**src/rtl/alu_control.sv**
```systemverilog
// alu_control: registered MIPS ALU-control decoder.
//   Maps the main-control ALU class and the R-type funct field to a 4-bit
//   ALU operation select one clock after the inputs are sampled. Unsupported
//   decodes are flagged, and a saturating debug counter counts them.
//
// Ports:
//   clk              system clock, rising edge
//   rst              asynchronous active-high reset
//   alu_op[1:0]      00 add, 01 subtract, 10 decode by funct, 11 reserved
//   instruction_5_0  funct field
//   in_valid         qualifies alu_op / instruction_5_0
//   alu_out[3:0]     registered ALU operation select
//   out_valid        registered copy of in_valid
//   illegal          registered unsupported-decode flag
//   illegal_cnt      saturating count of accepted illegal decodes
//
// Build option:
//   ALU_CTRL_EXT_EN  also decode addu/subu/xor/sltu for alu_op=10.
//                    When it is not defined, these four codes are illegal.

module alu_control #(
  parameter int unsigned CNT_W = 8
) (
  input  logic             clk,
  input  logic             rst,
  input  logic [1:0]       alu_op,
  input  logic [5:0]       instruction_5_0,
  input  logic             in_valid,
  output logic [3:0]       alu_out,
  output logic             out_valid,
  output logic             illegal,
  output logic [CNT_W-1:0] illegal_cnt
);

  localparam logic [3:0] OP_AND = 4'b0000;
  localparam logic [3:0] OP_OR  = 4'b0001;
  localparam logic [3:0] OP_ADD = 4'b0010;
  localparam logic [3:0] OP_SUB = 4'b0110;
  localparam logic [3:0] OP_SLT = 4'b0111;
  localparam logic [3:0] OP_NOR = 4'b1100;
  localparam logic [3:0] OP_BAD = 4'b1111;
`ifdef ALU_CTRL_EXT_EN
  localparam logic [3:0] OP_XOR  = 4'b0011;
  localparam logic [3:0] OP_SLTU = 4'b1000;
`endif

  logic [3:0]       alu_out_q, alu_out_d;
  logic             out_valid_q, out_valid_d;
  logic             illegal_q, illegal_d;
  logic [CNT_W-1:0] illegal_cnt_q, illegal_cnt_d;

  logic [3:0]       dec_op;
  logic             dec_illegal;

  // Pure decode of the current inputs; qualified by in_valid below.
  always_comb begin
    dec_op      = OP_BAD;
    dec_illegal = 1'b1;
    case (alu_op)
      2'b00: begin
        dec_op      = OP_ADD;
        dec_illegal = 1'b0;
      end
      2'b01: begin
        dec_op      = OP_SUB;
        dec_illegal = 1'b0;
      end
      2'b10: begin
        dec_illegal = 1'b0;
        case (instruction_5_0)
          6'b100000: dec_op = OP_ADD;
          6'b100010: dec_op = OP_SUB;
          6'b100100: dec_op = OP_AND;
          6'b100101: dec_op = OP_OR;
          6'b101010: dec_op = OP_SLT;
          6'b100111: dec_op = OP_NOR;
`ifdef ALU_CTRL_EXT_EN
          6'b100001: dec_op = OP_ADD;
          6'b100011: dec_op = OP_SUB;
          6'b100110: dec_op = OP_XOR;
          6'b101011: dec_op = OP_SLTU;
`endif
          default: begin
            dec_op      = OP_BAD;
            dec_illegal = 1'b1;
          end
        endcase
      end
      default: begin
        dec_op      = OP_BAD;
        dec_illegal = 1'b1;
      end
    endcase
  end

  // Next state: hold decode outputs when idle, count illegal decodes with saturation.
  always_comb begin
    alu_out_d     = alu_out_q;
    illegal_d     = illegal_q;
    illegal_cnt_d = illegal_cnt_q;
    out_valid_d   = in_valid;
    if (in_valid) begin
      alu_out_d = dec_op;
      illegal_d = dec_illegal;
      if (dec_illegal && (illegal_cnt_q != {CNT_W{1'b1}})) begin
        illegal_cnt_d = illegal_cnt_q + CNT_W'(1);
      end
    end
  end

  // Output registers; reset overrides any decode sampled while rst is high.
  always_ff @(posedge clk or posedge rst) begin
    if (rst) begin
      alu_out_q     <= OP_ADD;
      out_valid_q   <= 1'b0;
      illegal_q     <= 1'b0;
      illegal_cnt_q <= '0;
    end else begin
      alu_out_q     <= alu_out_d;
      out_valid_q   <= out_valid_d;
      illegal_q     <= illegal_d;
      illegal_cnt_q <= illegal_cnt_d;
    end
  end

  assign alu_out     = alu_out_q;
  assign out_valid   = out_valid_q;
  assign illegal     = illegal_q;
  assign illegal_cnt = illegal_cnt_q;

endmodule

```
**config.mk**
```make
export PLATFORM = sky130hd
export DESIGN_NAME = alu_control
export DESIGN_NICKNAME = d
export VERILOG_FILES = /design/src/rtl/alu_control.sv
export SDC_FILE = /design/constraint.sdc
export NUM_CORES = 1
export LEC_CHECK = 0
export CORE_MARGIN = 1.5
export CORE_UTILIZATION = 25
export CTS_BUF_LIST = sky130_fd_sc_hd__clkbuf_4 sky130_fd_sc_hd__clkbuf_8
export DETAILED_ROUTE_END_ITERATION = 7
export PLACE_DENSITY_LB_ADDON = 0.08
export SYNTH_ARGS = -nofsm -noshare
export SYNTH_HDL_FRONTEND = slang
export SYNTH_SLANG_ARGS = --single-unit
```
**constraint.sdc**
```tcl
create_clock -name clk -period 2 [get_ports clk]
set_clock_uncertainty 0.1 [all_clocks]
set_input_delay 0.4 -clock clk [delete_from_list [all_inputs] [get_ports clk]]
set_output_delay 0.4 -clock clk [all_outputs]
set_load 0.01 [all_outputs]
```
==> results.toml, run 1 <==
[run_status]
status = "finished clean"

[timing]
clock_period_minus_worst_slack_ns = 1.88
finalSetupViolCount = 0
period_utilisation_layout_pct = 93.9
worst_slack_ns = 0.122
maxSlewViolCount = 0
worst_slew_margin_rel_pct = 62.7
timing_hold_violations_final = 0
timing_worst_slew_pin_value_ns = 0.559
fmaxAchievable_ghz = 0.532
grt_setup_unrepaired = "false"

[synthesis]
combinational_family_with_the_most_area_after_synthesis = "simple AND/OR/NAND/NOR gates"
ys_ff_latch = 14
syn_inst = 72
post_synth_mux_area_share_pct = 6.14
synthesis.nets = 84
post_synth_fa_ha_maj_area_fraction_pct = 1.66
synthesis.area_sq_um = 754
post_synth_xor_area_fraction_pct = 5.80
synth_cell_types = 33
synth_compound_gate_area_share_pct = 16.1
synth.yosys.warnings = 0
avgSynthCellArea_sq_um = 10.5
register_area_share_after_synthesis_pct = 46.6
yosys.area_share.simple_pct = 17.7

[global_routing]
grt_busiest_layer = "met2"
overflow = 0
global_route.usage.met3_pct = 4.24
grt_pass1_vias = 631
grt_max_degree = 15
use_met1_pct = 15.7
first_pass_grt_wire_length_mm = 2.90
grt_util_all_layers_pct = 11.3
number_of_antenna_violations_at_the_first_check_in_global_routing = 0
globalRouteMet2Util_pct = 17.4

[clocking]
cts_tree = "done"
cts_setup_buffers = 0
cts_max_path_buffers = 2
tritoncts_num_sinks = 14
cts_hold_repair.buffers = 0
cts_root_buffer = "sky130_fd_sc_hd__clkbuf_4"
clk_transition_reported_paths_ns = 0.08
cts_inserted_buffers = 3
cts.htree.levels = 1
insertion_delay_ns = 0.28

[finish]
sequential_area_sq_um = 352
antenna-diode-count = 0
fill_cells = 293
multi_input_comb_area_sq_um = 364
relative_area_change_from_synthesis_to_final_layout_pct = 51.7
design.final.nets = 123
layout.cell_area.non_filler_sq_um = 1140
drive_above_1_share_pct = 23.6

[worst_setup_path]
critical_path.cell_chain = "clkdlybuf4s50_1 > mux2i_1 > nor2_1 > o311ai_4 > buf_4 > nor3_1 > xor2_1"
crit_path_start_kind = "input port"
cpPeakStageDelay_ns = 0.49
worstPathArrival_ns = 1.94
setup.worst_path.class = "input port to flip-flop"
worstPathRequired_ns = 2.06
critical-path-slowest-cell = "sky130_fd_sc_hd__clkdlybuf4s50_1"
crit_path_end_kind = "flip-flop"
timing.critical_path.fanout_max = 5

[drt]
detail_route.wl_per_cell_um = 12.0
detail_route.first_pass.iterations = 6
detail_route.vias_per_cell = 4.70
dr_total_vias = 662
drt-total-wl_mm = 1.69
ant_nets = 0
drt_drc_violations_left = 0
drt_first_iter_violations = 12

[power]
power.density_nw_per_um2 = 976
peakVddDrop_v = 0.000378
switching_share_pct = 34.5
power.static_leakage_nw = 0.492
clock_power_share_pct = 15.9
p_comb_share_pct = 42.2
power.internal_uw = 732
seq_power_share_pct = 42.0
power.switching_uw = 385

[placed_design]
placed_area_sq_um = 1110
dpl_worst_slack_ns = -0.247
place.detailed.hpwl_mm = 1.34
gpl.final_weighted_congestion = 0.699
io_buffers = 24

[min_path]
min_path_type = "input port to asynchronous set/reset pin"

[run]
number_of_max_capacitance_violations_reported = 0

[floorplan]
die_w_um = 57.9
chip_height_um = 57.9
die_area_sq_um = 3360
core-area_sq_um = 2810
boundaryPins = 25
core.rowCount = 19
floorplan.initialDensity_pct = 26.9
[power groups by stage]
stage                     Clock (mW)  Sequential, mW  Combinational, mW
final                          0.177           0.469              0.471
after global placement             0           0.475              0.470
after CTS                      0.188           0.470              0.476
after detailed placement           0           0.475              0.475
after floorplan                    0           0.503              0.184
after global routing           0.204           0.486              0.511
[cells by family (layout without fill, tap and decap cells)]
family	after synthesis	count (layout)
compound gates	15	15
xor+xnor	5	5
simple gates	22	22
mux	4	4
fa+ha+maj	1	1
flops	14	14
buf+inv	11	49
[cell usage in the layout, fill, tap and decap left out, drive strengths merged]
| master | n |
|---|---|
| nand2b | 1 |
| or3 | 1 |
| a21boi | 1 |
| ha | 1 |
| o2111ai | 1 |
| buf | 11 |
| o32a | 1 |
| clkbuf | 4 |
| nand2 | 4 |
| o21ai | 4 |
| inv | 10 |
| xnor2 | 1 |
| nor2 | 5 |
| xor2 | 4 |
| o211ai | 1 |
| a21oi | 4 |
| nor4 | 3 |
| o311ai | 2 |
| nor3 | 1 |
| or2 | 1 |
| or4 | 1 |
| mux2 | 2 |
| clkdlybuf4s50 | 24 |
| dfrtp | 13 |
| o21a | 1 |
| nand3 | 3 |
| dfstp | 1 |
| nand4 | 1 |
| nor2b | 1 |
| mux2i | 2 |
[Yosys cell counts]
master	number	area, sq um
sky130_fd_sc_hd__mux2_4	1	15.0
sky130_fd_sc_hd__o311ai_4	1	26.3
sky130_fd_sc_hd__o311ai_0	1	8.76
sky130_fd_sc_hd__nor4_1	2	12.5
sky130_fd_sc_hd__or2_4	1	8.76
sky130_fd_sc_hd__nand3_2	1	10.0
sky130_fd_sc_hd__or4_2	1	8.76
sky130_fd_sc_hd__nor2_1	5	18.8
sky130_fd_sc_hd__inv_1	10	37.5
sky130_fd_sc_hd__xor2_1	4	35.0
sky130_fd_sc_hd__dfstp_2	1	26.3
sky130_fd_sc_hd__mux2i_1	2	20.0
sky130_fd_sc_hd__o21ai_0	4	20.0
sky130_fd_sc_hd__nor4_2	1	12.5
sky130_fd_sc_hd__a21boi_1	1	7.51
sky130_fd_sc_hd__ha_1	1	12.5
sky130_fd_sc_hd__o21a_1	1	7.51
sky130_fd_sc_hd__o211ai_1	1	7.51
sky130_fd_sc_hd__or3_1	1	6.26
sky130_fd_sc_hd__a21oi_2	1	8.76
sky130_fd_sc_hd__buf_4	1	7.51
sky130_fd_sc_hd__nand2_1	4	15.0
sky130_fd_sc_hd__nand3_1	2	10.0
sky130_fd_sc_hd__nor3_1	1	5.00
sky130_fd_sc_hd__nand2b_4	1	13.8
sky130_fd_sc_hd__mux2_1	1	11.3
sky130_fd_sc_hd__o2111ai_1	1	8.76
sky130_fd_sc_hd__xnor2_1	1	8.76
sky130_fd_sc_hd__a21oi_1	3	15.0
sky130_fd_sc_hd__nor2b_1	1	6.26
sky130_fd_sc_hd__nand4_1	1	6.26
sky130_fd_sc_hd__dfrtp_1	13	325
sky130_fd_sc_hd__o32a_2	1	11.3
[repair_timing]
item / in CTS / in global routing
setup endpoints to repair: 0 / 1
gates resized for setup: 0 / 1
endpoints found under the hold margin: 0 / 0
[flip-flops by register name (all words and copies together), names as in the netlist]
signal,count
alu_out,4
out_valid,1
illegal,1
illegal_cnt,8
[critical path: cells and delay by family]
| kind | cells | cell delay (ns) |
|---|---|---|
| AOI/OAI and AO/OA | 1 | 0.36 |
| and+or+nand+nor | 2 | 0.14 |
| muxes | 1 | 0.19 |
| xor gates and xnor gates | 1 | 0.15 |
| buffers and inverters | 2 | 0.69 |
[final timing paths]
| kind | startpoint | cells after the start | end | slack [ns] |
|---|---|---|---|---|
| hold reg to reg | illegal_cnt[5] | 1 | illegal_cnt[5] | 0.41 |
| max in group asynchronous | rst | 2 | alu_out[1] | 1.05 |
| min in group clk | illegal_cnt[5] | 1 | illegal_cnt[5] | 0.41 |
| setup reg to reg | illegal_cnt[3] | 5 | illegal_cnt[1] | 0.15 |
| hold / removal | rst | 2 | illegal_cnt[2] | 0.37 |
| setup / recovery | instruction_5_0[1] | 7 | illegal_cnt[3] | 0.12 |
[layer usage]
metal,vias up,routed length (um)
li1,330,-
met2,12,770
met5,-,0
met1,318,842
met3,2,70
met4,0,4
[final cells by class]
type	count	area share, %
Multi-Input combinational cell	47	31.8
Sequential cell	14	30.7
Timing Repair Buffer	35	28.2
Tap cell	31	3.39
Inverter	10	3.28
Clock buffer	4	2.62
[stage by stage]
step / utilization [%] / total power [mW] / std cells / setup TNS (ns) / hold WS, ns
final: 40.8 / 1.12 / 141 / 0 / 0.367
after global routing: 40.8 / 1.20 / 141 / 0 / 0.422
after CTS: 40.6 / 1.13 / 141 / 0 / 0.383
after detailed placement: 39.5 / 0.950 / 137 / -1.94 / 0.400
after global placement: 39.5 / 0.945 / 137 / -1.75 / 0.397
after floorplan: - / 0.687 / 72 / 0 / 0.189
Power figures use the tool's default switching activity.
==> run 2, diff against run 1 <==
Settings changed: CORE_UTILIZATION 25 to 46.
==> results.toml, run 2 (same netlist as run 1, synthesis figures left out) <==
[run_status]
status = "finished clean"

[finish]
largest_register_ff_count = 8
drive_above_1_share_pct = 23.9
fill_cells = 117
layout.cells.most_common = "sky130_fd_sc_hd__clkdlybuf4s50_1"
antenna-diode-count = 0
relative_area_change_from_synthesis_to_final_layout_pct = 52.7
design.final.nets = 122
most-common-layout-cells = "sky130_fd_sc_hd__clkdlybuf4s50_1, sky130_fd_sc_hd__dfrtp_1, sky130_fd_sc_hd__inv_1"

[worst_setup_path]
reg2reg_slack_ns = 0.22
worst_r2r_startpoint = "illegal_cnt[3]"
critical-path-top-delay-family = "buffers and inverters"
path_depth = 7
reg2regPathDepth = 5
worstPathRequired_ns = 2.07
crit_path_end_kind = "flip-flop"
setup.worst_path.class = "input port to flip-flop"
worstPathArrival_ns = 2.02
timing.critical_path.fanout_max = 9
critical_path.cell_chain = "clkdlybuf4s50_1 > nand2b_4 > or2_4 > o311ai_4 > buf_12 > nor4_4 > mux2_4"
critical-path-slowest-cell = "sky130_fd_sc_hd__clkdlybuf4s50_1"
crit_path_start_kind = "input port"
r2r-end = "illegal_cnt[1]"
cpPeakStageDelay_ns = 0.50
buffering_stage_count_on_the_worst_path_with_inverters_included = 2

[drt]
drt-total-wl_mm = 1.64
detail_route.vias_per_cell = 5.31
drt_drc_violations_left = 0
drt_first_iter_violations = 14
detail_route.first_pass.iterations = 4
ant_nets = 0
dr_total_vias = 664
detail_route.wl_per_cell_um = 13.1

[clocking]
cts.htree.levels = 1
cts_inserted_buffers = 3
cts.repair.resized = 0
tritoncts_num_sinks = 14
cts_hold_repair.buffers = 0
clk_transition_reported_paths_ns = 0.09
insertion_delay_ns = 0.28
cts_tree = "done"
cts_setup_buffers = 0
cts_max_path_buffers = 2
cts_root_buffer = "sky130_fd_sc_hd__clkbuf_4"

[min_path]
min_path_type = "input port to asynchronous set/reset pin"

[floorplan]
chip_height_um = 43.5
core-area_sq_um = 1520
core.rowCount = 14
die_w_um = 43.5
boundaryPins = 25
floorplan.initialDensity_pct = 49.5
die_area_sq_um = 1890

[power]
power.static_leakage_nw = 0.514
power.density_nw_per_um2 = 1010
peakVddDrop_v = 0.000714

[timing]
finalSetupViolCount = 0
timing_worst_slew_pin_value_ns = 0.518
worst_slew_margin_rel_pct = 65.4
worst_slack_ns = 0.0475
clock_period_minus_worst_slack_ns = 1.95
timing_hold_violations_final = 0
fmaxAchievable_ghz = 0.512
period_utilisation_layout_pct = 97.6
maxSlewViolCount = 0
grt_setup_unrepaired = "false"
final_tns_setup_ns = 0

[placed_design]
place.detailed.hpwl_mm = 1.22
io_buffers = 24
gpl.final_weighted_congestion = 0.788
dpl_worst_slack_ns = -0.267

[global_routing]
use_met1_pct = 24.0
global_route.usage.met3_pct = 4.17
overflow = 0
number_of_antenna_violations_at_the_first_check_in_global_routing = 0
grt_pass1_vias = 641
grt_busiest_layer = "met2"
first_pass_grt_wire_length_mm = 2.75
grt_max_degree = 15
grt_util_all_layers_pct = 20.0
globalRouteMet2Util_pct = 32.8

[run]
number_of_max_capacitance_violations_reported = 0
## run 2: changes by cell type in the layout (fill, tap and decap cells not counted), sizes merged
| cell | change |
|---|---|
| clkdlybuf4s50 | -2 |
| buf | -1 |
| dlymetal6s2s | +2 |
## run 2: power breakdown
group | switching (mW) | total (mW) | leakage [nW] | internal (mW)
sequential | 0.100 | 0.470 | 0.163 | 0.369
clock | 0.0910 | 0.202 | 0.0210 | 0.111
combinational | 0.212 | 0.493 | 0.330 | 0.282
total | 0.403 | 1.16 | 0.514 | 0.762
## run 2: per-layer routing
layer / wire length, um / part of all wire, %
met1: 747 / 46
met2: 791 / 48
met3: 64 / 3.9
met4: 31 / 1.9
met5: 0 / 0
## run 2: how the worst max path moves through the flow
stage,start,endpoint
global route,instruction_5_0[1],illegal_cnt[7]
global placement,instruction_5_0[5],illegal_cnt[7]
floorplan,instruction_5_0[4],illegal_cnt[7]
CTS,instruction_5_0[5],illegal_cnt[7]
detailed placement,instruction_5_0[5],illegal_cnt[7]
finish,instruction_5_0[5],illegal_cnt[7]
## run 2: worst reg2reg max path: cells and delay by family (launching register included)
family | cells | cell delay, ns
DFF | 1 | 0.44
muxes | 1 | 0.30
AOI/OAI and AO/OA | 1 | 0.11
and+or+nand+nor | 3 | 0.73
## run 2: cell type report
cell class	instances	area, sq um	area share [%]
well taps	16	20.0	1.74
multi-input cells	47	374	32.5
inverters	10	37.5	3.26
flip-flops and latches	14	352	30.5
repair buffers	34	333	28.9
clock buffers	4	36.3	3.15
## run 2: metrics by stage
step           util [%]  power (mW)  std cells  area [sq um]  hold slack, ns
3_3_place_gp       71.8       0.933        121          1090           0.403
4_1_cts            74.2        1.16        125          1130           0.368
5_1_grt            75.6        1.25        125          1150           0.428
2_1_floorplan         -       0.687         72           754           0.189
3_5_place_dp       71.8       0.950        121          1090           0.402
6_report           75.6        1.16        125          1150           0.347
